--- src/rtl/sonar_distance_filter.sv ---
// Range/spike rejection and DEPTH-sample moving average for echo distance samples.
// The average is registered one edge after the accept that leaves the window full.
module sonar_distance_filter #(
    parameter int DW          = 32,
    parameter int DEPTH_LOG2  = 3,
    parameter int MIN_VALID   = 6,
    parameter int MAX_VALID   = 765,
    parameter int MAX_STEP    = 50,
    parameter int SPIKE_LIMIT = 3
) (
    input  logic                  clk,
    input  logic                  reset,
    input  logic                  sample_valid,
    input  logic [DW-1:0]         sample,
    input  logic                  clear,
    output logic [DW-1:0]         avg,
    output logic                  avg_valid,
    output logic                  filled,
    output logic [DEPTH_LOG2:0]   count,
    output logic                  rejected,
    output logic [15:0]           reject_count
);

    localparam int DEPTH = 1 << DEPTH_LOG2;
    localparam int SW    = DW + DEPTH_LOG2;
    localparam int SRW   = $clog2(SPIKE_LIMIT + 1);

    localparam logic [DW-1:0]       MIN_V     = DW'(MIN_VALID);
    localparam logic [DW-1:0]       MAX_V     = DW'(MAX_VALID);
    localparam logic [DW-1:0]       STEP_V    = DW'(MAX_STEP);
    localparam logic [SRW-1:0]      SPIKE_LIM = SRW'(SPIKE_LIMIT);
    localparam logic [DEPTH_LOG2:0] DEPTH_CNT = (DEPTH_LOG2 + 1)'(DEPTH);

    typedef enum logic {S_FILL, S_TRACK} state_t;

    state_t                r_state;
    logic [DW-1:0]         r_buf [DEPTH];
    logic [SW-1:0]         r_sum;
    logic [DEPTH_LOG2-1:0] r_wr_ptr;
    logic [DEPTH_LOG2:0]   r_count;
    logic [SRW-1:0]        r_spike_run;
    logic [DW-1:0]         r_avg;
    logic                  r_avg_valid;
    logic                  r_avg_pend;
    logic                  r_filled;
    logic                  r_rejected;
    logic [15:0]           r_reject_count;

    logic                  w_in_range;
    logic [DW-1:0]         w_diff;
    logic                  w_spike;
    logic                  w_force;
    logic                  w_accept;
    logic                  w_reject;
    logic                  w_flush;
    logic [DW-1:0]         w_old;
    logic [SW-1:0]         w_sum_next;
    logic [DEPTH_LOG2:0]   w_count_next;
    logic                  w_full_next;

    always_comb begin
        w_in_range   = (sample >= MIN_V) && (sample <= MAX_V);
        w_diff       = (sample > r_avg) ? (sample - r_avg) : (r_avg - sample);
        w_spike      = (r_state == S_TRACK) && (w_diff > STEP_V);
        w_force      = (r_spike_run >= SPIKE_LIM);
        w_accept     = sample_valid && w_in_range && (!w_spike || w_force);
        w_reject     = sample_valid && !w_accept;
        w_flush      = reset || clear;
        w_old        = r_buf[r_wr_ptr];
        w_sum_next   = r_sum - SW'(w_old) + SW'(sample);
        w_count_next = (r_count == DEPTH_CNT) ? r_count : r_count + 1'b1;
        w_full_next  = (w_count_next == DEPTH_CNT);
    end

    // NOTE: the window storage is cleared on flush because vacated slots must
    // read as zero for the running sum to stay exact while filling.
    always_ff @(posedge clk) begin
        if (w_flush) begin
            for (int i = 0; i < DEPTH; i++) r_buf[i] <= '0;
        end else if (w_accept) begin
            r_buf[r_wr_ptr] <= sample;
        end
    end

    always_ff @(posedge clk) begin
        if (w_flush) begin
            r_state     <= S_FILL;
            r_sum       <= '0;
            r_wr_ptr    <= '0;
            r_count     <= '0;
            r_spike_run <= '0;
            r_avg       <= '0;
            r_avg_valid <= 1'b0;
            r_avg_pend  <= 1'b0;
            r_filled    <= 1'b0;
            r_rejected  <= 1'b0;
        end else begin
            r_avg_valid <= r_avg_pend;
            r_avg_pend  <= 1'b0;
            r_rejected  <= w_reject;
            if (r_avg_pend) r_avg <= DW'(r_sum >> DEPTH_LOG2);
            if (w_accept) begin
                r_sum       <= w_sum_next;
                r_wr_ptr    <= r_wr_ptr + 1'b1;
                r_count     <= w_count_next;
                r_spike_run <= '0;
                r_avg_pend  <= w_full_next;
                if (r_state == S_FILL && w_full_next) begin
                    r_state  <= S_TRACK;
                    r_filled <= 1'b1;
                end
            end else if (w_reject && w_in_range) begin
                // In-range reject only happens for an unforced spike.
                r_spike_run <= r_spike_run + 1'b1;
            end
        end
    end

    always_ff @(posedge clk) begin
        if (reset) begin
            r_reject_count <= '0;
        end else if (!clear && w_reject && r_reject_count != 16'hFFFF) begin
            r_reject_count <= r_reject_count + 16'd1;
        end
    end

    assign avg          = r_avg;
    assign avg_valid    = r_avg_valid;
    assign filled       = r_filled;
    assign count        = r_count;
    assign rejected     = r_rejected;
    assign reject_count = r_reject_count;

endmodule

--- config.mk ---
export PLATFORM = sky130hd
export DESIGN_NAME = sonar_distance_filter
export DESIGN_NICKNAME = d
export VERILOG_FILES = /design/src/rtl/sonar_distance_filter.sv
export SDC_FILE = /design/constraint.sdc
export NUM_CORES = 1
export LEC_CHECK = 0
export ABC_AREA = 1
export BUFFER_PORTS_ARGS = -buffer_cell sky130_fd_sc_hd__buf_4
export CAP_MARGIN = 20
export CORE_MARGIN = 5
export CORE_UTILIZATION = 50
export DETAILED_ROUTE_END_ITERATION = 16
export HOLD_SLACK_MARGIN = 0.06
export PLACE_DENSITY = 0.76
export SLEW_MARGIN = 15
export SYNTH_ARGS = -nofsm -noshare
export SYNTH_HDL_FRONTEND = slang
export SYNTH_SLANG_ARGS = --single-unit
--- constraint.sdc ---
create_clock -name clk -period 16.3 [get_ports clk]
set_clock_uncertainty 0.15 [all_clocks]
set_input_delay 3.26 -clock clk [delete_from_list [all_inputs] [get_ports clk]]
set_output_delay 3.26 -clock clk [all_outputs]
set_load 0.05 [all_outputs]
==> results of run 1 <==
where the power goes:
part	internal, mW	total (mW)	leakage [nW]	switching [mW]
combinational	0.104	0.328	7.43	0.224
sequential	1.02	1.03	3.48	0.0131
clock	0.510	0.871	0.599	0.361
cell families (layout without fill, tap and decap cells):
group / after synthesis / after routing / synth area share
and+or+nand+nor: 1225 / 1225 / 0.2474
buffers and inverters: 538 / 613 / 0.09306
AOI/OAI and AO/OA: 473 / 473 / 0.1189
DFF: 355 / 355 / 0.4283
adders and majority gates: 137 / 137 / 0.08724
xor gates and xnor gates: 64 / 64 / 0.02483
other: 1 / 176 / 0.0001661
critical path: cells and delay by family:
| family | cells | cell delay (ns) |
|---|---|---|
| and+or+nand+nor | 15 | 2.01 |
| buffers and inverters | 6 | 1.50 |
| AOI/OAI and AO/OA | 1 | 0.59 |
| adders and majority gates | 1 | 0.40 |
registers in the layout, summed over array words and instances (netlist names), named ones only:
name	flops
r_buf	256
rejected	1
count	4
r_wr_ptr	3
reject_count	16
r_sum	35
avg	32
avg_valid	1
r_avg_pend	1
r_spike_run	2
filled	1
area by class of cell:
| class | instances | area (µm²) | share of cell area |
|---|---|---|---|
| repair buffers | 112 | 991.0 | 0.03833 |
| inverters | 432 | 1627 | 0.06291 |
| multi-input cells | 2075 | 11560 | 0.4473 |
| flip-flops and latches | 355 | 9676 | 0.3742 |
| clock buffers | 41 | 962.2 | 0.03721 |
| clock inverters | 28 | 294.0 | 0.01137 |
| well taps | 592 | 740.7 | 0.02865 |
stage by stage:
stage	hold slack [ns]	area, µm²	setup WS [ns]	std cells
finish	0.3490	25850	8.582	3635
global route	0.3726	25850	8.279	3635
CTS	0.3461	25660	8.396	3627
detailed placement	0.3276	24410	7.849	3558
global placement	0.3204	24380	7.901	3557
floorplan	0.3050	23230	7.526	2968
final timing paths:
kind	startpoint	end	slack, ns	cells past startpoint
worst max-delay path	sample[8]	r_buf[1][28]	8.58	23
worst max register to register	flop	r_sum[33]	10.13	22
worst min register to register	reject_count[6]	reject_count[6]	0.35	2
worst min-delay path	reject_count[6]	reject_count[6]	0.35	2
per-layer routing:
layer | wire length, µm | vias to the layer above | share of wire | GRT usage
met5 | 0 | - | 0 | 0
met3 | 4535 | 112 | 0.068 | 0.03352
met1 | 28560 | 9267 | 0.43 | 0.3578
met2 | 31940 | 729 | 0.48 | 0.4395
li1 | - | 9454 | - | -
met4 | 2004 | 0 | 0.030 | 0.07727
Yosys cell counts (5+ instances only):
library cell / instances
o21a_1: 6
nor3_1: 25
ha_1: 103
xor2_1: 42
o22ai_2: 10
nor3_2: 78
nor2_2: 7
nand3_1: 117
buf_1: 5
nor4_1: 13
o22ai_1: 52
clkbuf_1: 75
xnor2_1: 22
a31oi_1: 36
inv_2: 5
a21oi_2: 12
dfxtp_1: 99
o21ai_0: 208
inv_1: 424
a21oi_1: 124
buf_2: 18
nor2_1: 331
fa_1: 34
nand2_2: 21
nand4_1: 35
o21bai_1: 7
nand2_1: 579
edfxtp_1: 256
==> impl_metrics.csv, run 1 <==
group,metric,value,unit
logic_synthesis,synth_top_area_share,0.3405,
route,routedWlPerCell,18.44,µm
logic_synthesis,yosysUniqueCellTypes,54,
global_route,grt_max_degree,81,
pwr,p_leak,11.51,nW
sta,period_share,0.4735,
clock_tree,cts_root_buffer,"clkbuf_16",
clock_tree,numCtsBuffers,38,
route,detail-route-antenna-nets,0,
clock_tree,clk_path_buf_depth,3,
finish,layout_commonest_cell,"nand2_1",
route,wl,67040,µm
route,drc,0,
route,first_pass_iters,5,
sta,worst_slew_pin_slew,1.066,ns
status,outcome,"completed",
worst_setup_path,critPathLaunchType,"primary input",
worst_setup_path,max_stage_delay,0.61,ns
clock_tree,clock_latency,0.54,ns
pwr,p_total,2.233,mW
finish,drive_above_1_share,0.1084,
logic_synthesis,synth_edf_count,256,
logic_synthesis,yosysSeqAreaShare,0.4283,
worst_setup_path,cp_common_cell,"nand2_1",
global_route,first_global_vias,18960,
logic_synthesis,ys_seq_elements,355,
worst_setup_path,slowest_stage,"inv_1",
worst_setup_path,worstSetupPathType,"primary input to flop",
logic_synthesis,synth_top_cell_by_area,"edfxtp_1",
finish,nNetsFinal,3187,
finish,area_growth,14.53,%
sta,max_freq,129.6,MHz
floorplan,rows,77,
floorplan,ioPinCount,91,
global_route,antenna_found_initial,0,
clock_tree,cts.sinks,355,
finish,n_antenna_cell,0,
worst_setup_path,crit_chain,"buf_4 -> inv_1 -> ha_1 -> nand2_1 -> nor2_1 -> inv_1 -> nor2_1 -> nand2_1 -> nand2_1 -> nand2_1 -> nand3_1 -> nand2_1 -> nand2_1 -> nand2_1 -> inv_1 -> nand3_1 -> nor2_1 -> nand3_2 -> nand2_4 -> nand4_4 -> buf_4 -> o21ai_4 -> buf_16",
sta,timing.final.crit_period,7.718,ns
logic_synthesis,syn_area,22570,µm²
global_route,grt_usage,0.2619,
clock_tree,path_clk_slew,0.06,ns
global_route,gr-total-overflow,0,
worst_setup_path,end_kind,"flop",
logic_synthesis,synthFlopType,"edfxtp_1",
logic_synthesis,synth_area_per_cell,8.082,µm²
sta,hold_viol,0,
floorplan,dieArea,49500,µm²
clock_tree,cts-resized-gates,0,
sta,fin_setup_tns,0,ns
sta,drv_slew,0,
floorplan,core_region_area,44410,µm²
route,vias_per_cell,5.382,
sta,rsz0062_at_grt,"no",
placed_design,place_hpwl,49820,µm
worst_setup_path,cp.required,16.38,ns
worst_setup_path,worstPathMaxFanout,44,
logic_synthesis,synth_cells,2793,
sta,finalSetupViolations,0,
pwr,peakVddDrop,0.00008717,V
logic_synthesis,synth_area_leaders,"edfxtp_1, nand2_1, dfxtp_1",
floorplan,fp.dieH,222.5,µm
placed_design,port-buffer-count,90,
finish,fin_util,0.5821,
worst_hold_path,hp-class,"flop to flop",
finish,fill_cells,3946,
logic_synthesis,ys.warnings.count,0,
pwr,power_per_cell_area,86.36,nW/µm²
global_route,grt_first_pass_wirelength,104300,µm
worst_setup_path,worstPathArrival,7.80,ns
clock_tree,tritoncts,"built",
finish,layout_common_cells,"nand2_1, inv_1, nor2_1",
logic_synthesis,async_flop_share,0,
clock_tree,cts_htree_levels,2,
clock_tree,hold_buffers,0,
sta,relSlewSlack,0.2896,
route,first_iter_violations,1736,
route,dr_total_vias,19560,
floorplan,die_x,222.5,µm
placed_design,gp_congestion,0.9651,
floorplan,start_util,0.5083,
clock_tree,cts_setup_buffers,0,
run,max_cap_viol_count,0,
(Power assumes the default switching activity.)
==> run 2, diff against run 1 <==
--- a/config.mk
+++ b/config.mk
@@ -5,7 +5,7 @@
 export SDC_FILE = /design/constraint.sdc
 export NUM_CORES = 1
 export LEC_CHECK = 0
-export ABC_AREA = 1
+export ABC_AREA = 0
 export BUFFER_PORTS_ARGS = -buffer_cell sky130_fd_sc_hd__buf_4
 export CAP_MARGIN = 20
 export CORE_MARGIN = 5
==> constraint.sdc (replaced) <==
create_clock -name clk -period 7.5 [get_ports clk]
set_clock_uncertainty 0.15 [all_clocks]
set_input_delay 1.5 -clock clk [delete_from_list [all_inputs] [get_ports clk]]
set_output_delay 1.5 -clock clk [all_outputs]
set_load 0.05 [all_outputs]
==> impl_metrics.csv, run 2 <==
group,metric,value,unit
finish,layout_commonest_cell,"edfxtp_1",
worst_setup_path,critPathBufInv,5,
logic_synthesis,synthFlopType,"edfxtp_1",
worst_setup_path,critPathTopFamily,"compound AO/OA/AOI/OAI gates",
logic_synthesis,syn_area,20460,µm²
logic_synthesis,synth_top_cell_by_area,"edfxtp_1",
finish,area_growth,15.58,%
logic_synthesis,yosysSeqAreaShare,0.4727,
route,met2_wirelength,25080,µm
clock_tree,cts-resized-gates,0,
route,first_pass_iters,5,
placed_design,gp_congestion,0.9620,
global_route,grt_max_degree,76,
logic_synthesis,synthAdderAreaFrac,0.09627,
worst_setup_path,rr_endpoint,"r_buf[0][2]",
sta,period_share,0.8934,
pwr,swShare,0.2520,
logic_synthesis,synth_edf_count,256,
worst_setup_path,worstSetupPathType,"primary input to flop",
run,max_cap_viol_count,0,
status,outcome,"completed",
logic_synthesis,synth_cells,1816,
worst_setup_path,r2r_slack,1.51,ns
route,vias_per_cell,5.563,
finish,largest_reg_flops,256,
worst_setup_path,worstPathArrival,6.75,ns
global_route,grt_first_pass_wirelength,81060,µm
logic_synthesis,async_flop_share,0,
route,drc,0,
pwr,p_leak,9.382,nW
sta,timing.final.crit_period,6.700,ns
logic_synthesis,yosysUniqueCellTypes,90,
global_route,grt_usage,0.2321,
placed_design,place_hpwl,38890,µm
floorplan,core_region_area,40650,µm²
floorplan,die_x,212.3,µm
worst_setup_path,slowest_stage,"nor3_2",
logic_synthesis,synth_top_area_share,0.3758,
sta,worst_slew_pin_slew,1.073,ns
clock_tree,clock_latency,0.55,ns
worst_hold_path,hp-start,"r_spike_run[1]",
placed_design,place_area,22460,µm²
logic_synthesis,synth_compound_area_frac,0.09969,
worst_setup_path,ff2ff_path_depth,17,
sta,fin_hold_ws,0.3114,ns
sta,relSlewSlack,0.2839,
floorplan,start_util,0.5033,
worst_setup_path,critPathLaunchType,"primary input",
route,wl,52590,µm
sta,finalSetupViolations,0,
route,first_iter_violations,1048,
floorplan,fp.dieH,212.3,µm
sta,rsz0062_at_grt,"no",
pwr,peakVddDrop,0.0001609,V
finish,drive_above_1_share,0.1575,
worst_hold_path,hp-class,"flop to flop",
worst_hold_path,worstHoldEndpoint,"r_spike_run[1]",
logic_synthesis,synth_top_family_by_area,"multiplexers",
route,dr_total_vias,14650,
worst_hold_path,whs_path_depth,2,
pwr,p_switching,1.166,mW
floorplan,rows,74,
global_route,first_global_vias,14490,
worst_setup_path,cp_common_cell,"buf_4",
global_route,antenna_found_initial,0,
worst_setup_path,reg2reg_from,"avg[0]",
logic_synthesis,ys_seq_elements,355,
pwr,power_frac_clock,0.380,
route,routedLengthMet1,22260,µm
logic_synthesis,synth_area_per_cell,11.26,µm²
route,wl_met3,3185,µm
finish,nNetsFinal,2243,
logic_synthesis,synth_most_common_cell,"edfxtp_1",
logic_synthesis,synthMuxAreaShare,0.1331,
clock_tree,path_clk_slew,0.06,ns
clock_tree,cts_htree_levels,2,
route,routedWlPerCell,19.96,µm
finish,layout_common_cells,"edfxtp_1, nor2_1, inv_1",
worst_setup_path,max_stage_delay,0.78,ns
clock_tree,tritoncts,"built",
clock_tree,cts_setup_buffers,0,
pwr,power_per_cell_area,195.7,nW/µm²
logic_synthesis,ys.warnings.count,0,
worst_setup_path,end_kind,"flop",
placed_design,port-buffer-count,90,
sta,drv_slew,0,
clock_tree,cts.sinks,355,
pwr,p_int,3.461,mW
worst_setup_path,cp.required,7.55,ns
sta,hold_viol,0,
worst_setup_path,worstPathMaxFanout,25,
finish,final_area,23650,µm²
route,detail-route-antenna-nets,0,
clock_tree,hold_buffers,0,
pwr,combPwrFrac,0.134,
clock_tree,clk_path_buf_depth,3,
logic_synthesis,synth_xor_area_frac,0.02911,
logic_synthesis,synth_common_cells,"edfxtp_1, nor2_1, inv_1, a21oi_1, ha_1",
sta,max_freq,149.2,MHz
floorplan,ioPinCount,91,
worst_setup_path,crit_chain,"buf_4 -> inv_1 -> ha_1 -> inv_1 -> fa_1 -> nand3_1 -> a211oi_1 -> a211oi_1 -> buf_4 -> o21ai_1 -> nor3_2 -> or2_1 -> mux2i_1 -> a2111oi_1 -> o2111ai_1 -> o21ai_4 -> nand2b_1 -> o31ai_4 -> buf_4",
clock_tree,numCtsBuffers,39,
floorplan,dieArea,45060,µm²
finish,top_register,"r_buf",
logic_synthesis,synth_area_leaders,"edfxtp_1, dfxtp_1, mux4_2",
pwr,p_seq_frac,0.486,
route,top_layer_used,"met4",
logic_synthesis,yosys.area_share.simple,0.1162,
global_route,gr-total-overflow,0,
clock_tree,cts_root_buffer,"clkbuf_16",
run 2: cell families (layout without fill, tap and decap cells):
| group | after synthesis | count (layout) |
|---|---|---|
| flip-flops | 355 | 355 |
| buffers and inverters | 269 | 379 |
| AND/OR/NAND/NOR | 487 | 487 |
| adder cells (fa/ha/maj) | 137 | 137 |
| other | 1 | 177 |
| AO/OA/AOI/OAI | 313 | 313 |
| XOR/XNOR | 68 | 68 |
| multiplexers | 186 | 186 |
run 2: through the flow:
step	total power [mW]	util	setup slack, ns	cells	TNS [ns]
CTS	4.659	0.5812	0.9260	2632	0
global route	4.823	0.5817	0.4746	2633	0
global placement	2.877	0.5525	0.4268	2560	0
finish	4.627	0.5817	0.7998	2634	0
floorplan	2.719	-	-0.3451	1991	-48.96
detailed placement	2.896	0.5525	0.3616	2560	0
run 2: worst max-delay path by stage:
stage | startpoint | end | cells after the start
finish | sample[0] | r_buf[0][2] | 19
global route | sample[3] | r_buf[0][1] | 17
CTS | sample[0] | r_buf[0][2] | 19
detailed placement | sample[0] | r_buf[0][2] | 19
global placement | sample[27] | r_buf[1][0] | 15
floorplan | sample[4] | r_buf[7][0] | 17
run 2: final cells by class:
cell class	count	area [µm²]
fillers	3308	17000
multi-input cells	1367	10470
flip-flops and latches	355	9676
clock buffers	53	1050
diodes	1	2.502
repair buffers	123	973.4
clock inverters	19	117.6
well taps	532	665.6
inverters	184	690.7
run 2: power by group through the flow:
| stage | Sequential [mW] | Clock [mW] | Combinational (mW) |
|---|---|---|---|
| after floorplan | 2.28 | 0 | 0.435 |
| after global placement | 2.28 | 0 | 0.595 |
| after detailed placement | 2.29 | 0 | 0.603 |
| after CTS | 2.25 | 1.80 | 0.609 |
| after global routing | 2.26 | 1.89 | 0.676 |
| final | 2.25 | 1.76 | 0.619 |
run 2: tightest hold or removal path, stage by stage (launching register included):
cell	delay (ns)
dfxtp_1	0.32
nand2_1	0.05
a21oi_1	0.05
run 2: metal layers:
metal / up-vias / global-route usage
met5: - / 0
met4: 0 / 0.08828
met3: 109 / 0.04058
met2: 493 / 0.3816
met1: 7165 / 0.3110
li1: 6885 / -
==> run 3, diff against run 2 <==
==> constraint.sdc (replaced) <==
create_clock -name clk -period 7.9 [get_ports clk]
set_clock_uncertainty 0.15 [all_clocks]
set_input_delay 1.58 -clock clk [delete_from_list [all_inputs] [get_ports clk]]
set_output_delay 1.58 -clock clk [all_outputs]
set_load 0.05 [all_outputs]
==> impl_metrics.csv, run 3 (same netlist as run 2, synthesis figures left out) <==
group,metric,value,unit
status,outcome,"completed",
placed_design,gp_congestion,0.9466,
placed_design,place_hpwl,38470,µm
placed_design,port-buffer-count,90,
clock_tree,numCtsBuffers,35,
route,first_pass_iters,5,
clock_tree,cts.sinks,355,
route,wl,52370,µm
clock_tree,tritoncts,"built",
worst_setup_path,cp.required,7.91,ns
pwr,p_seq_frac,0.490,
clock_tree,clk_path_buf_depth,3,
finish,drive_above_1_share,0.1582,
pwr,p_int,3.291,mW
pwr,p_switching,1.073,mW
route,first_iter_violations,1397,
floorplan,core_region_area,40650,µm²
floorplan,die_x,212.3,µm
finish,nNetsFinal,2235,
floorplan,start_util,0.5033,
finish,fin_util,0.5797,
pwr,peakVddDrop,0.0001171,V
clock_tree,hold_buffers,0,
finish,largest_reg_flops,256,
route,vias_per_cell,5.553,
worst_setup_path,worstPathArrival,7.33,ns
floorplan,fp.dieH,212.3,µm
global_route,first_global_vias,14740,
route,detail-route-antenna-nets,0,
worst_setup_path,worstPathMaxFanout,26,
worst_setup_path,critPathLaunchType,"primary input",
worst_hold_path,hp-class,"flop to flop",
sta,hold_viol,0,
floorplan,ioPinCount,91,
sta,worst_slew_pin_slew,1.074,ns
floorplan,dieArea,45060,µm²
pwr,power_per_cell_area,185.2,nW/µm²
pwr,power_frac_clock,0.376,
global_route,grt_usage,0.2321,
sta,drv_slew,0,
pwr,p_total,4.364,mW
worst_setup_path,r2r_slack,1.38,ns
sta,finalSetupViolations,0,
clock_tree,clock_latency,0.53,ns
sta,timing.final.crit_period,7.328,ns
finish,layout_commonest_cell,"edfxtp_1",
clock_tree,cts-resized-gates,0,
finish,area_growth,15.18,%
sta,max_freq,136.5,MHz
route,drc,0,
pwr,combPwrFrac,0.134,
finish,layout_common_cells,"edfxtp_1, nor2_1, inv_1",
worst_setup_path,worstSetupPathType,"primary input to flop",
clock_tree,cts_setup_buffers,0,
clock_tree,cts_htree_levels,2,
clock_tree,cts_root_buffer,"clkbuf_16",
global_route,antenna_found_initial,1,
global_route,grt_first_pass_wirelength,81950,µm
floorplan,rows,74,
route,routedWlPerCell,20.00,µm
pwr,p_leak,9.349,nW
finish,top_register,"r_buf",
run,max_cap_viol_count,0,
global_route,gr-total-overflow,0,
sta,period_share,0.9276,
global_route,grt_max_degree,80,
sta,relSlewSlack,0.2839,
worst_setup_path,end_kind,"flop",
pwr,swShare,0.2459,
sta,rsz0062_at_grt,"no",
clock_tree,path_clk_slew,0.06,ns
route,dr_total_vias,14540,
-- run 3: cell types whose count changed in the layout (fill, tap and decap cells not counted), sizes merged --
cell    before  now
inv        188  186
bufinv       0    3
clkinv      13   12
clkbuf      53   42
buf        123  119
-- run 3: power by group through the flow --
stage	registers (mW)	logic (mW)	clock network [mW]
6_report	2.14	0.585	1.64
3_3_place_gp	2.17	0.562	0
2_1_floorplan	2.17	0.413	0
3_5_place_dp	2.18	0.571	0
5_1_grt	2.14	0.646	1.75
4_1_cts	2.14	0.576	1.67
-- run 3: worst max-delay path: stages --
cell and delay [ns]:
buf_4 0.15, inv_1 0.06, ha_1 0.19, inv_1 0.07
fa_1 0.42, nand3_1 0.14, a211oi_1 0.09, a211oi_1 0.85
o21ai_1 0.22, nor3_2 0.79, or2_1 0.40, mux2i_1 0.12
a2111oi_1 0.42, o2111ai_1 0.41, o21ai_4 0.33, nand2_1 0.29
o31ai_4 0.31, buf_4 0.46
-- run 3: area by class of cell --
class	instances	area, µm²
sequential	355	9676
antenna	1	2.502
multi-input combinational	1367	10470
fill	3249	17080
clock inverter	19	193.9
timing repair buffer	119	930.9
clock buffer	42	933.4
inverter	184	690.7
tap	532	665.6
-- run 3: path summary, 6_finish.rpt --
kind	startpoint	to	cells past startpoint
max	sample[0]	r_buf[2][31]	18
min	r_spike_run[1]	r_spike_run[1]	2
max reg2reg	avg[0]	r_buf[2][31]	16
min reg2reg	r_spike_run[1]	r_spike_run[1]	2
-- run 3: stage by stage --
| step | instances | area [µm²] | worst slack, ns | hold slack (ns) | setup TNS [ns] |
|---|---|---|---|---|---|
| floorplan | 1991 | 21120 | -0.02512 | 0.2856 | -2.026 |
| global placement | 2557 | 22430 | 0.1769 | 0.2944 | 0 |
| detailed placement | 2557 | 22430 | 0.07264 | 0.3101 | 0 |
| CTS | 2618 | 23560 | 0.6143 | 0.3189 | 0 |
| global route | 2619 | 23560 | 0.1845 | 0.3518 | 0 |
| finish | 2619 | 23560 | 0.5720 | 0.3173 | 0 |
-- run 3: layer usage --
layer	GRT usage	wire, µm
met1	0.3045	21800
met2	0.3908	25550
met4	0.09689	2227
met3	0.03217	2806
met5	0	0
